===== src/rtl/y86_alu_pkg.sv =====
// Shared opcode encoding and word width for the Y86-64 execute-stage ALU.
package y86_alu_pkg;

    localparam int WORD_W = 64;

    // Encoding matches OPq ifun[1:0]
    typedef enum logic [1:0] {
        ALU_ADD = 2'b00,
        ALU_SUB = 2'b01,
        ALU_AND = 2'b10,
        ALU_XOR = 2'b11
    } alu_op_e;

endpackage


===== src/rtl/alu_add64.sv =====
// WIDTH-bit adder with carry-in; reports signed overflow of x + y + cin.
module alu_add64 #(
    parameter int WIDTH = 64
) (
    input  logic [WIDTH-1:0] i_x,
    input  logic [WIDTH-1:0] i_y,
    input  logic             i_cin,
    output logic [WIDTH-1:0] o_sum,
    output logic             o_ovf
);

    logic [WIDTH-1:0] w_sum;

    assign w_sum = i_x + i_y + {{(WIDTH-1){1'b0}}, i_cin};
    assign o_sum = w_sum;
    // Overflow only when both addends share a sign the sum does not.
    assign o_ovf = (i_x[WIDTH-1] == i_y[WIDTH-1]) && (w_sum[WIDTH-1] != i_x[WIDTH-1]);

endmodule


===== src/rtl/y86_alu.sv =====
// Registered Y86-64 ALU: add/sub/and/xor with OF, and ZF/SF when ALU_FLAGS_EN is defined.
// Without ALU_FLAGS_EN the zf/sf ports are tied to 0.
module y86_alu
    import y86_alu_pkg::*;
#(
    parameter int WIDTH = WORD_W
) (
    input  logic             clk,
    input  logic             rst_n,
    input  logic             en,
    input  logic [1:0]       control,
    input  logic [WIDTH-1:0] a,
    input  logic [WIDTH-1:0] b,
    output logic [WIDTH-1:0] ans,
    output logic             overflow,
    output logic             zf,
    output logic             sf
);

    logic             w_sub;
    logic [WIDTH-1:0] w_addend;
    logic [WIDTH-1:0] w_sum;
    logic             w_sum_ovf;
    logic [WIDTH-1:0] w_res;
    logic             w_ovf;
    logic [WIDTH-1:0] r_ans;
    logic             r_ovf;

    // Subtract as b + ~a + 1 so add and sub share one carry chain.
    assign w_sub    = (control == ALU_SUB);
    assign w_addend = w_sub ? ~a : a;

    alu_add64 #(.WIDTH(WIDTH)) u_add (
        .i_x   (b),
        .i_y   (w_addend),
        .i_cin (w_sub),
        .o_sum (w_sum),
        .o_ovf (w_sum_ovf)
    );

    always_comb begin
        w_res = w_sum;
        w_ovf = 1'b0;
        case (alu_op_e'(control))
            ALU_ADD, ALU_SUB: begin
                w_res = w_sum;
                w_ovf = w_sum_ovf;
            end
            ALU_AND: w_res = a & b;
            ALU_XOR: w_res = a ^ b;
            default: ;
        endcase
    end

    always_ff @(posedge clk) begin
        if (!rst_n) begin
            r_ans <= '0;
            r_ovf <= 1'b0;
        end else if (en) begin
            r_ans <= w_res;
            r_ovf <= w_ovf;
        end
    end

    assign ans      = r_ans;
    assign overflow = r_ovf;

`ifdef ALU_FLAGS_EN
    logic r_zf;
    logic r_sf;

    always_ff @(posedge clk) begin
        if (!rst_n) begin
            r_zf <= 1'b1;
            r_sf <= 1'b0;
        end else if (en) begin
            r_zf <= (w_res == '0);
            r_sf <= w_res[WIDTH-1];
        end
    end

    assign zf = r_zf;
    assign sf = r_sf;
`else
    assign zf = 1'b0;
    assign sf = 1'b0;
`endif

endmodule


===== config.mk =====
export PLATFORM = sky130hd
export DESIGN_NAME = y86_alu
export DESIGN_NICKNAME = d
export VERILOG_FILES = /design/src/rtl/y86_alu_pkg.sv /design/src/rtl/alu_add64.sv /design/src/rtl/y86_alu.sv
export SDC_FILE = /design/constraint.sdc
export NUM_CORES = 1
export LEC_CHECK = 0
export ABC_AREA = 1
export CAP_MARGIN = 20
export CORE_MARGIN = 2
export CORE_UTILIZATION = 42
export CTS_BUF_LIST = sky130_fd_sc_hd__clkbuf_16
export DETAILED_ROUTE_END_ITERATION = 10
export HOLD_SLACK_MARGIN = 0.05
export PLACE_DENSITY = 0.71
export REMOVE_ABC_BUFFERS = 1
export SLEW_MARGIN = 20
export SYNTH_ARGS = -nofsm -noshare
export SYNTH_HDL_FRONTEND = slang
export SYNTH_SLANG_ARGS = --single-unit

===== constraint.sdc =====
create_clock -name clk -period 2.6 [get_ports clk]
set_input_delay 0.52 -clock clk [delete_from_list [all_inputs] [get_ports clk]]
set_output_delay 0.52 -clock clk [all_outputs]
set_load 0.05 [all_outputs]

Word level (Yosys, flattened, before mapping)
Index checks and enable logic that the tools add are counted.
W data, S select, Z words.
{"block": "op_classes", "reduce_logical": 3, "eq_ne": 5, "addsub": 2, "muxes": 3, "bitwise_logic": 3}
{"operator": "$pmux W64 S3", "n": 1}
{"operator": "$add A64 B1 Y64", "n": 1}
{"operator": "$add A64 B64 Y64", "n": 1}
{"operator": "$and A64 B64 Y64", "n": 1}
{"operator": "$mux W64", "n": 1}
{"operator": "$not A64 Y64", "n": 1}
{"operator": "$xor A64 B64 Y64", "n": 1}
{"operator": "$eq A2 B2 Y1 const B", "n": 2}
{"operator": "$eq A2 B1 Y1 const B", "n": 1}
{"operator": "$logic_not A2 Y1", "n": 1}
{"operator": "$reduce_or A2 Y1", "n": 1}
{"operator": "$eq A1 B1 Y1", "n": 1}
{"operator": "$logic_and A1 B1 Y1", "n": 1}
{"operator": "$mux W1", "n": 1}
{"operator": "$ne A1 B1 Y1", "n": 1}
{"block": "totals", "wordCells": 18, "register_bits": 65, "out_inout_bits": 67}

Longest topological paths before layout
{"block": "depth", "ltp_word": 7, "depth_mapped": 21, "ltp_nobuf": 20}

Hierarchy
From an unflattened synthesis, not the netlist that was laid out.
{"block": "unflattened", "hier_cells": 2078, "hier_area_um2": 11174.5}
{"module": "alu_add64", "seq_area_each_um2": 0.0, "cells_per_inst": 1301, "n_inst": 1, "area_each_um2": 5949.5}
{"module": "y86_alu", "seq_area_each_um2": 1301.2, "cells_per_inst": 777, "n_inst": 1, "area_each_um2": 5225.0}

Worst setup path before layout
Ideal clock, no wire load.
{"block": "synth_path", "path_type": "input port to flip-flop", "from": "input control[1]", "to": "register r_ans[28] (netlist: ans[28])", "stages": 16, "t_arrival_ps": 2669, "required_time_ps": 2476, "path_slack_ps": -194, "path_cell_list": "inv_2 -> nand2_4 -> buf_1 -> xnor2_1 -> fa_1 -> nand2_1 -> a21oi_2 -> nand2_1 -> nand2_1 -> nand2_1 -> nand2_1 -> nand2_1 -> nand2_2 -> or2_2 -> nand3_1 -> a21oi_1"}
{"block": "synth_via", "elab_chain_cells": 5, "word_cells_on_any_way": 9, "classes_between": "add/sub: 2; eq/ne: 3; mux: 2; reduce/logical: 2"}
{"item": "from (decl)", "line": "y86_alu.sv:11", "text": "input logic [1:0] control,"}
{"item": "$eq A2 B1 Y1", "line": "y86_alu.sv:30, y86_alu.sv:44"}
{"item": "$mux W64", "line": "y86_alu.sv:31", "text": "assign w_addend = w_sub ? ~a : a;"}
{"item": "$add A64 B64 Y64", "line": "alu_add64.sv:14", "text": "assign w_sum = i_x + i_y + {{(WIDTH-1){1'b0}}, i_cin};"}
{"item": "$add A64 B1 Y64", "line": "alu_add64.sv:14"}
{"item": "$pmux W64 S3 (*)", "line": "y86_alu.sv:44", "text": "case (alu_op_e'(control))"}
{"item": "to (signal assigned)", "line": "y86_alu.sv:60", "text": "r_ans <= w_res;"}
{"item": "to (decl)", "line": "y86_alu.sv:26", "text": "logic [WIDTH-1:0] r_ans;"}
Every way passes the cells marked *; elsewhere a longest branch is shown, timed or not.
A chain may end at the register's enable or synchronous reset.

Final worst setup path
{"block": "layout_path", "from": "input control[1]", "to": "register r_ans[45] (netlist: ans[45])"}
The elaborated chain is that of the path after synthesis.

==> flow_summary.ini <==
[run_status]
outcome = finished, violations left
violations = setup timing

[critical_path]
r2r_cells = 2
setup.worst_path.start_class = input pin
crit_buf_inv = 5
r2r_start = ans[53]
cp.required_ns = 2.84
crit_path_cell_trace = buf_12, clkinv_8, nand2_8, buf_6, xnor2_1, ha_1, nand2_2, o21ai_2, buf_6, nand2_1, nand2_1, inv_1, nand2_1, nand2_1, nand2_4, nand2_1, nand2_1, nand2_1, nand3_1, a21oi_1
worstPathMaxFanout = 7
cp_slowest_stage_delay_ns = 0.40
slowest_stage = ha_1
cp.arrival_ns = 2.96
path_class = input pin to flop
crit_family = simple AND/OR/NAND/NOR gates
path_common_cell = nand2_1
cp-end-kind = flop
r2r_setup_slack_ns = 1.57
r2r_end = ans[53]

[routing]
ant_nets = 0
drtPass1Iterations = 6
drcViolationCount = 0
vias = 13400
dr.first_iter.drc_count = 1086
viasPerCell = 5.70
wl_per_cell_um = 20.2
wl_um = 47400

[sta]
fin_crit_sh = 1.05
period_needed_ns = 2.72
slew_headroom = 0.449
setup_viol = 19
fin_ws_ns = -0.120
tightest_slew_ns = 0.827
finalHoldViolations = 0
skew_ns = 0
grt_setup_unrepaired = true
slew_viol_final = 0
fmax_mhz = 368

[floorplan]
die-area_sq_mm = 0.0235
initial_core_util = 0.428
core.rowCount = 54
chipHeight_um = 153
fp.dieW_um = 153
core-area_sq_mm = 0.0219
io_pins = 200

[yosys]
synth_area_sq_mm = 0.00938
yosys_register_bits = 65
synthCells = 1543
syn_avg_cell_area_sq_um = 6.08
seq_area_frac_synth = 0.139
yosys_warnings = 0
netlist-cell-type-count = 41

[cells_and_area]
fin_util = 0.781
n_antenna_cell = 0
syn_to_final_growth_pct = 82.5
drive_gt1_frac = 0.416
nets = 2317
layout_common_cells = buf_4 (311), nand2_1 (276), clkdlybuf4s50_1 (161)
fillers = 1627
design_area_sq_mm = 0.0171
instances_no_fill = 2342
final_common_cell = buf_4

[cts]
holdBufCountCts = 0
clockRootBuffer = clkbuf_16
cts_tree = yes
clk_pin_slew_ns = 0.07
clockBufferDepth = 2
cts-buffers-inserted = 9
clock_sinks = 65
clkLatencyLatePin_ns = 0.35
h-tree-depth = 3

[global_routing]
grt_first_pass_wirelength_um = 65700
grt_pass1_vias = 12300
antenna_found_initial = 0
grtUsageTotal = 0.355
overflow = 0
grt_max_degree = 75

[placement]
gp_congestion = 1.03
hpwl_um = 33700
io_buffers = 197
dp_cells = 2268
place_area_sq_mm = 0.0138

[power]
peakVddDrop_mv = 0.312
p_int_mw = 4.11
p_switching_mw = 3.53
finalPower_mw = 7.64
combPwrFrac = 0.675
power_leakage_nw = 7.82
seq_power_share = 0.150
switching_share = 0.462
powerDensity_mw_per_mm2 = 447
pwr-share-clk = 0.175

[run]
drv_cap = 0

[min_path]
hold_end = ans[21]
min_from = ans[21]
hold_class = flop to flop
hold_depth = 2
registers in the layout, summed over array words and instances (netlist names):
| signal | cells |
|---|---|
| ans | 64 |
| overflow | 1 |
cells in the mapped netlist, drive strengths merged:
| cell | count | area [sq um] |
|---|---|---|
| nand3b | 7 | 52.6 |
| xnor2 | 63 | 552 |
| buf | 19 | 91.3 |
| clkbuf | 27 | 101 |
| a21oi | 135 | 679 |
| a221oi | 22 | 193 |
| or2 | 9 | 56.3 |
| a31oi | 13 | 81.3 |
| fa | 1 | 20.0 |
| o21bai | 8 | 60.1 |
| a22o | 13 | 114 |
| nand4 | 13 | 81.3 |
| o211ai | 3 | 22.5 |
| xor2 | 12 | 105 |
| nand3 | 92 | 465 |
| and2 | 3 | 18.8 |
| ha | 126 | 1580 |
| a21boi | 3 | 22.5 |
| o21a | 2 | 15.0 |
| nor4 | 4 | 25.0 |
| nor2 | 157 | 594 |
| a21o | 2 | 15.0 |
| a41oi | 10 | 87.6 |
| dfxtp | 65 | 1300 |
| o21ai | 112 | 561 |
| conb | 1 | 3.75 |
| a221o | 16 | 160 |
| mux2i | 2 | 20.0 |
| nand2 | 404 | 1540 |
| inv | 192 | 721 |
| nor3 | 7 | 35.0 |
worst register-to-register path: stages (launching register included):
cell and delay (ns):
dfxtp_1 0.36, o21ai_0 0.41, a21oi_1 0.13
cell families (layout without fill, tap and decap cells):
group	Yosys count	count (layout)	synth area share
buffers and inverters	238	755	0.0974
AOI/OAI and AO/OA	339	339	0.214
DFF	65	65	0.139
other	1	2	0.000400
and+or+nand+nor	696	697	0.306
muxes	2	2	0.00214
adders and majority gates	127	127	0.170
xor gates and xnor gates	75	75	0.0701
how the worst max path moves through the flow:
stage	cells past startpoint	slack, ns	endpoint	start
3_5_place_dp	15	-1.18	ans[60]	control[0]
2_1_floorplan	17	-0.61	ans[50]	control[1]
6_report	20	-0.12	ans[45]	control[1]
3_3_place_gp	15	-1.14	ans[60]	control[0]
5_1_grt	20	-0.24	ans[45]	control[1]
4_1_cts	20	-0.04	ans[62]	control[1]
power by group through the flow:
stage,Combinational [mW],Clock (mW),Sequential [mW]
floorplan,1.62,0,1.49
global placement,3.78,0,1.17
detailed placement,3.83,0,1.17
CTS,4.13,1.32,1.15
global route,5.45,1.36,1.16
finish,5.16,1.33,1.15
final cells by class:
class	count	area [sq um]	area share
tap	280	350	0.0205
clock inverter	7	71.3	0.00417
timing repair buffer	547	4970	0.290
clock buffer	9	225	0.0132
sequential	65	1300	0.0761
multi-input combinational	1242	9450	0.552
inverter	192	741	0.0433
through the flow:
| step | setup WS (ns) | hold WS, ns | setup TNS (ns) |
|---|---|---|---|
| 3_3_place_gp | -1.14 | 0.463 | -54.06 |
| 2_1_floorplan | -0.607 | 0.618 | -30.02 |
| 6_report | -0.120 | 0.475 | -0.911 |
| 3_5_place_dp | -1.18 | 0.472 | -57.00 |
| 4_1_cts | -0.0401 | 0.484 | -0.246 |
| 5_1_grt | -0.239 | 0.521 | -4.62 |
layer usage:
layer / GRT usage / vias to the layer above / wire length (um)
met1: 0.496 / 6262 / 19900
li1: - / 6219 / -
met3: 0.0564 / 116 / 4650
met4: 0.117 / 0 / 1840
met2: 0.557 / 753 / 20900
met5: 0 / - / 0
timing repair:
item	CTS	global route
buffers inserted	24	31
setup endpoints to repair	61	54
pin swaps	75	172
gates resized for setup	195	516
gates cloned	3	2
Note: power is estimated with default switching activity, not from simulation.
